$ cat config.mk
export PLATFORM = sky130hd
export DESIGN_NAME = compressed_fetch_aligner_flat
export DESIGN_NICKNAME = d
export VERILOG_FILES = /design/src/rtl/compressed_fetch_aligner_if.sv /design/src/rtl/compressed_fetch_aligner.sv /design/src/flat_wrapper.sv
export SDC_FILE = /design/constraint.sdc
export NUM_CORES = 1
export LEC_CHECK = 0
export CAP_MARGIN = 20
export CORE_UTILIZATION = 54
export CTS_BUF_LIST = sky130_fd_sc_hd__clkbuf_8
export DETAILED_ROUTE_END_ITERATION = 12
export PLACE_DENSITY = 0.83
export RECOVER_POWER = 100
export SLEW_MARGIN = 20
export SYNTH_ARGS = -nofsm -noshare
export SYNTH_HDL_FRONTEND = slang
export SYNTH_SLANG_ARGS = --single-unit
$ cat constraint.sdc
create_clock -name Clk -period 3.72 [get_ports Clk]
set_input_delay 0.372 -clock Clk [delete_from_list [all_inputs] [get_ports Clk]]
set_output_delay 0.372 -clock Clk [all_outputs]
set_load 0.02 [all_outputs]
$ cat src/rtl/compressed_fetch_aligner_if.sv
// Fetch-side and decoder-side handshake bundle for the compressed fetch aligner.
// The slave modport is the aligner's view; master is the fetch unit / decoder environment.
interface compressed_fetch_aligner_if #(
  parameter int unsigned PC_WIDTH = 32
);
  logic [31:0]         FetchData;
  logic                FetchValid;
  logic                FetchReady;
  logic                Flush;
  logic [PC_WIDTH-1:0] FlushPc;
  logic                InstrValid;
  logic                InstrReady;
  logic [31:0]         InstrOut;
  logic                InstrIsCompressed;
  logic [PC_WIDTH-1:0] InstrPc;
  logic                InstrIllegal;

  modport master (
    output FetchData, FetchValid, Flush, FlushPc, InstrReady,
    input  FetchReady, InstrValid, InstrOut, InstrIsCompressed, InstrPc, InstrIllegal
  );

  modport slave (
    input  FetchData, FetchValid, Flush, FlushPc, InstrReady,
    output FetchReady, InstrValid, InstrOut, InstrIsCompressed, InstrPc, InstrIllegal
  );
endinterface

$ cat src/rtl/compressed_fetch_aligner.sv
// Carves 16/32-bit RV32EC instructions out of aligned 32-bit fetch words via a halfword FIFO.
// Instruction outputs are combinational from the FIFO head; no extra pipeline stage.
module compressed_fetch_aligner #(
  parameter int unsigned         BUF_HALVES = 4,
  parameter int unsigned         PC_WIDTH   = 32,
  parameter logic [PC_WIDTH-1:0] RESET_PC   = '0
) (
  input logic                       Clk,
  input logic                       Reset,
  compressed_fetch_aligner_if.slave bus
);

  localparam int unsigned PtrW = $clog2(BUF_HALVES);
  localparam int unsigned CntW = $clog2(BUF_HALVES + 1);

  logic [15:0]         r_buf [BUF_HALVES];
  logic [PtrW-1:0]     r_rd_ptr;
  logic [PtrW-1:0]     r_wr_ptr;
  logic [CntW-1:0]     r_count;
  logic [PC_WIDTH-1:0] r_pc;
  logic                r_drop_first;

  logic [15:0]         w_head;
  logic [15:0]         w_head_hi;
  logic                w_is32;
  logic                w_instr_valid;
  logic                w_fetch_ready;
  logic                w_push;
  logic                w_pop;
  logic [CntW-1:0]     w_push_n;
  logic [CntW-1:0]     w_pop_n;
  logic                w_unused_flush_pc0;

  assign w_head    = r_buf[r_rd_ptr];
  assign w_head_hi = r_buf[r_rd_ptr + PtrW'(1)];
  assign w_is32    = (w_head[1:0] == 2'b11);

  // A 32-bit head waits here until its upper half has arrived (straddle case).
  always_comb begin
    w_instr_valid = 1'b0;
    if (!Reset && !bus.Flush) begin
      w_instr_valid = w_is32 ? (r_count >= CntW'(2)) : (r_count >= CntW'(1));
    end
  end

  assign w_fetch_ready = !bus.Flush && !Reset && (r_count <= CntW'(BUF_HALVES - 2));
  assign w_push        = bus.FetchValid && w_fetch_ready;
  assign w_pop         = w_instr_valid && bus.InstrReady;
  assign w_push_n      = !w_push ? '0 : (r_drop_first ? CntW'(1) : CntW'(2));
  assign w_pop_n       = !w_pop ? '0 : (w_is32 ? CntW'(2) : CntW'(1));

  assign w_unused_flush_pc0 = bus.FlushPc[0];

  assign bus.FetchReady        = w_fetch_ready;
  assign bus.InstrValid        = w_instr_valid;
  assign bus.InstrOut          = w_is32 ? {w_head_hi, w_head} : {16'h0000, w_head};
  assign bus.InstrIsCompressed = !w_is32;
  assign bus.InstrPc           = r_pc;
  assign bus.InstrIllegal      = w_is32 ? (w_head[4:2] == 3'b111) : (w_head == 16'h0000);

  always_ff @(posedge Clk) begin
    if (Reset) begin
      for (int i = 0; i < BUF_HALVES; i++) begin
        r_buf[i] <= '0;
      end
      r_rd_ptr     <= '0;
      r_wr_ptr     <= '0;
      r_count      <= '0;
      r_pc         <= {RESET_PC[PC_WIDTH-1:1], 1'b0};
      r_drop_first <= RESET_PC[1];
    end else if (bus.Flush) begin
      r_rd_ptr     <= '0;
      r_wr_ptr     <= '0;
      r_count      <= '0;
      r_pc         <= {bus.FlushPc[PC_WIDTH-1:1], 1'b0};
      r_drop_first <= bus.FlushPc[1];
    end else begin
      if (w_push) begin
        // Odd-halfword branch target: the lower half of the first word is skipped.
        if (r_drop_first) begin
          r_buf[r_wr_ptr] <= bus.FetchData[31:16];
          r_drop_first    <= 1'b0;
        end else begin
          r_buf[r_wr_ptr]            <= bus.FetchData[15:0];
          r_buf[r_wr_ptr + PtrW'(1)] <= bus.FetchData[31:16];
        end
        r_wr_ptr <= r_wr_ptr + PtrW'(w_push_n);
      end
      if (w_pop) begin
        r_rd_ptr <= r_rd_ptr + PtrW'(w_pop_n);
        r_pc     <= r_pc + (w_is32 ? PC_WIDTH'(4) : PC_WIDTH'(2));
      end
      r_count <= r_count + w_push_n - w_pop_n;
    end
  end

endmodule

$ cat src/flat_wrapper.sv
// flat-port wrapper written by rule: the top's interface ports become plain ports
module compressed_fetch_aligner_flat 
#(
  parameter int unsigned         BUF_HALVES = 4,
  parameter int unsigned         PC_WIDTH   = 32,
  parameter logic [PC_WIDTH-1:0] RESET_PC   = '0
)
  (Clk, Reset, bus_FetchData, bus_FetchValid, bus_Flush, bus_FlushPc, bus_InstrReady, bus_FetchReady, bus_InstrValid, bus_InstrOut, bus_InstrIsCompressed, bus_InstrPc, bus_InstrIllegal);
  compressed_fetch_aligner_if #(.PC_WIDTH(PC_WIDTH)) bus_i ();
  input logic Clk;
  input logic Reset;
  input wire logic [$bits(bus_i.FetchData)-1:0] bus_FetchData;
  input wire logic [$bits(bus_i.FetchValid)-1:0] bus_FetchValid;
  input wire logic [$bits(bus_i.Flush)-1:0] bus_Flush;
  input wire logic [$bits(bus_i.FlushPc)-1:0] bus_FlushPc;
  input wire logic [$bits(bus_i.InstrReady)-1:0] bus_InstrReady;
  output wire logic [$bits(bus_i.FetchReady)-1:0] bus_FetchReady;
  output wire logic [$bits(bus_i.InstrValid)-1:0] bus_InstrValid;
  output wire logic [$bits(bus_i.InstrOut)-1:0] bus_InstrOut;
  output wire logic [$bits(bus_i.InstrIsCompressed)-1:0] bus_InstrIsCompressed;
  output wire logic [$bits(bus_i.InstrPc)-1:0] bus_InstrPc;
  output wire logic [$bits(bus_i.InstrIllegal)-1:0] bus_InstrIllegal;
  assign bus_i.FetchData = bus_FetchData;
  assign bus_i.FetchValid = bus_FetchValid;
  assign bus_i.Flush = bus_Flush;
  assign bus_i.FlushPc = bus_FlushPc;
  assign bus_i.InstrReady = bus_InstrReady;
  assign bus_FetchReady = bus_i.FetchReady;
  assign bus_InstrValid = bus_i.InstrValid;
  assign bus_InstrOut = bus_i.InstrOut;
  assign bus_InstrIsCompressed = bus_i.InstrIsCompressed;
  assign bus_InstrPc = bus_i.InstrPc;
  assign bus_InstrIllegal = bus_i.InstrIllegal;
  compressed_fetch_aligner #(.BUF_HALVES(BUF_HALVES), .PC_WIDTH(PC_WIDTH), .RESET_PC(RESET_PC)) u_core (.Clk(Clk), .Reset(Reset), .bus(bus_i));
endmodule
==> impl_metrics.tcl <==
set metrics [dict create \
    placeableCoreArea_sq_um 12100 \
    timing.critical_path.max_delay_family "buffers and inverters" \
    critical_path_cell_count 6 \
    clock_latency_ns 0.38 \
    power.density_nw_per_um2 314 \
    final_report_hold_violation_count 0 \
    maxCapViolations 0 \
    fin_crit_sh 0.948 \
    grt_start_max_net_pins 61 \
    tritoncts "built" \
    die_w_um 113 \
    synthesized_flop_and_latch_total 105 \
    fin_tns_setup_ns 0 \
    num_rows 40 \
    cts-hold-fix-buffers 0 \
    worst_r2r_path_depth 10 \
    netlist_cell_types 58 \
    synth_sequential_area_ratio 0.410 \
    htreeDepth 3 \
    synth-edff-count 64 \
    regToRegSetupSlack_ns 0.32 \
    seq_power_share 0.520 \
    postCtsResizedCells 0 \
    vdd_drop_max_mv 0.158 \
    post_synth_inst_count 665 \
    drc_errors 0 \
    mappedNetlistArea_sq_um 6680 \
    detailedRoute.firstIterationViolations 823 \
    ys_async_sr_fraction 0 \
    cts-root-buf "sky130_fd_sc_hd__clkbuf_8" \
    timing.fmax_mhz 284 \
    netlist_top_cells_area "sky130_fd_sc_hd__edfxtp_1 29%, sky130_fd_sc_hd__dfxtp_1 12%, sky130_fd_sc_hd__mux4_2 10%, sky130_fd_sc_hd__a211oi_1 4.7%, sky130_fd_sc_hd__nor2_1 4.2%" \
    total_number_of_clock_tree_sinks 105 \
    synthTopCellsByCount "74 x sky130_fd_sc_hd__nor2_1, 69 x sky130_fd_sc_hd__nand2_1, 64 x sky130_fd_sc_hd__edfxtp_1, 44 x sky130_fd_sc_hd__clkbuf_1, 42 x sky130_fd_sc_hd__a211oi_1" \
    holdPathStages 2 \
    critical_path.startpoint_type "register" \
    final_util 0.689 \
    syn_area_per_cell_sq_um 10.0 \
    antenna_left 0 \
    totalWireLength_um 19500 \
    critical-path-slowest-cell "sky130_fd_sc_hd__clkdlybuf4s50_1" \
    synth_warnings 0 \
    worst_setup_path_end_kind "output pin" \
    design.die.area_sq_um 12800 \
    antenna_cells_inserted 0 \
    crit_required_ns 3.35 \
    rsz0062_at_grt "false" \
    sw_frac_of_total 0.289 \
    max_stage_delay_ns 0.68 \
    drv_slew 0 \
    wl_per_cell_um 20.6 \
    route.vias.total 6284 \
    yosys.cell_count.top_type "sky130_fd_sc_hd__nor2_1" \
    mappedNetlistNets 741 \
    total_leakage_power_nw 2.94 \
    cp_data_arrival_time_ns 3.15 \
    cts.reportedPaths.clkPinSlew_ns 0.11 \
    num-nets-final 851 \
    min-delay-start "u_core.bus.InstrPc[22]" \
    power.net_switching_w 0.000753 \
    gr-usage-all-layers 0.303 \
    worst_r2r_endpoint "u_core.bus.InstrPc[15]" \
    port-buffer-count 134 \
    antenna_found_initial 0 \
    post_cts_setup_buffers 0 \
    layout-drive-gt1-share 0.0936 \
    area.growth.synth_to_final_pct 24.3 \
    overflow 0 \
    yosys.area.top_type "sky130_fd_sc_hd__edfxtp_1" \
    synth_largest_type_area_fraction 0.288 \
    worst_rel_slew_slack 0.0970 \
    drt-pass1-iter-count 8 \
    grt_pass1_vias 5926 \
    clock_power_share 0.276 \
    min_delay_worst_endpoint "u_core.bus.InstrPc[22]" \
    cp_cell_sequence "buf_4, mux4_1, nor4_1, nand4_1, o21ai_0, clkdlybuf4s50_1" \
    timing.final.setup_violations 0 \
    worst-path-max-fanout 10 \
    critPathBufInv 2 \
    floorplan.initialDensity 0.554 \
    max-clock-path-buffers 2 \
    die_extent_in_y_um 113 \
    dominantRegCellSynth "sky130_fd_sc_hd__edfxtp_1" \
    internal_power_w 0.00185 \
    io_pins 137 \
    status "finished, final reports clean" \
    grt_pass1_wl_um 30200 \
    post_drt_via_cell_ratio 6.63 \
    timing.clock.skew_ns 0.0123 \
    worst-slew-pin-transition_ns 1.35 \
    place_hpwl_um 13700 \
    final.min_clock_period_ns 3.53 \
    worstSetupPathType "register to output pin" \
    cts_inserted_buffers 9 \
    hold_path.class "register to register" \
    comb_power_share 0.204 \
    place_congestion 0.934 \
]
## cells by family after synthesis
kind of cell             Yosys count  share of synthesized area
adder cells (fa/ha/maj)            7                     0.0165
buffers and inverters             75                     0.0464
XOR/XNOR                          23                     0.0301
AO/OA/AOI/OAI                    166                      0.189
multiplexers                      51                      0.138
AND/OR/NAND/NOR                  237                      0.169
other                              1                   0.000561
flip-flops                       105                      0.410
## stage by stage
step | instances | instance area, sq um | hold WS, ns | worst slack (ns) | power [W]
2_1_floorplan | 665 | 6680 | 0.487 | 0.427 | 0.00166
3_3_place_gp | 932 | 8180 | 0.511 | 0.564 | 0.00190
3_5_place_dp | 932 | 8180 | 0.527 | 0.546 | 0.00192
4_1_cts | 948 | 8380 | 0.537 | 0.140 | 0.00261
5_1_grt | 948 | 8310 | 0.565 | 0.0172 | 0.00268
6_report | 948 | 8310 | 0.557 | 0.194 | 0.00261
## routing by layer
layer / track usage / share of wire
met5: 0 / 0
met4: 0.152 / 0.031
met2: 0.507 / 0.49
met3: 0.0525 / 0.098
met1: 0.379 / 0.38
## power by group through the flow
| stage | logic (W) | clock network (W) | registers, W |
|---|---|---|---|
| after global placement | 0.000528 | 0 | 0.00137 |
| after CTS | 0.000546 | 0.000712 | 0.00135 |
| final | 0.000532 | 0.000720 | 0.00135 |
| after global routing | 0.000564 | 0.000759 | 0.00136 |
| after floorplan | 0.000271 | 0 | 0.00139 |
| after detailed placement | 0.000544 | 0 | 0.00138 |
## placed cells by master (no fill, tap or decap), types with 18 or more instances in the layout
cell                              netlist  final
sky130_fd_sc_hd__nor2b_1               18     18
sky130_fd_sc_hd__and3_1                20     20
sky130_fd_sc_hd__clkdlybuf4s50_1        0     70
sky130_fd_sc_hd__nand2_1               69     69
sky130_fd_sc_hd__edfxtp_1              64     64
sky130_fd_sc_hd__a21oi_1               24     24
sky130_fd_sc_hd__nor2_1                74     74
sky130_fd_sc_hd__dlygate4sd3_1          0     64
sky130_fd_sc_hd__dfxtp_1               41     39
sky130_fd_sc_hd__a211oi_1              42     43
sky130_fd_sc_hd__mux4_2                30     30
sky130_fd_sc_hd__mux2i_1               18     18
## worst max path at each step
stage / slack [ns] / start / to
after global routing: 0.02 / register / bus_InstrIllegal
after detailed placement: 0.55 / Reset / u_core.r_count[2]
after global placement: 0.56 / register / bus_InstrIllegal
after floorplan: 0.43 / register / u_core.bus.InstrPc[15]
final: 0.19 / register / bus_InstrIllegal
after CTS: 0.14 / register / bus_InstrIllegal
## sequential cells by signal, indices dropped and copies added (netlist names), named ones only
signal,flops
u_core.bus.InstrPc,31
u_core.r_buf,64
u_core.r_count,3
u_core.r_drop_first,1
u_core.r_rd_ptr,2
u_core.r_wr_ptr,2
## cell type report
class	instances	area, sq um
Sequential cell	105	2750
Timing Repair Buffer	162	1510
Multi-Input combinational cell	485	3610
Inverter	12	45.0
Fill cell	926	3750
Clock buffer	9	124
Tap cell	168	210
Clock inverter	7	70.1
## worst reg2reg max path, delay by kind of cell (launching register included)
family	cells	cell delay, ns
AO/OA/AOI/OAI	3	0.75
buffers and inverters	1	0.42
multiplexers	1	0.55
adder cells (fa/ha/maj)	2	0.52
AND/OR/NAND/NOR	3	0.59
flip-flops	1	0.48
(Power assumes the default switching activity.)
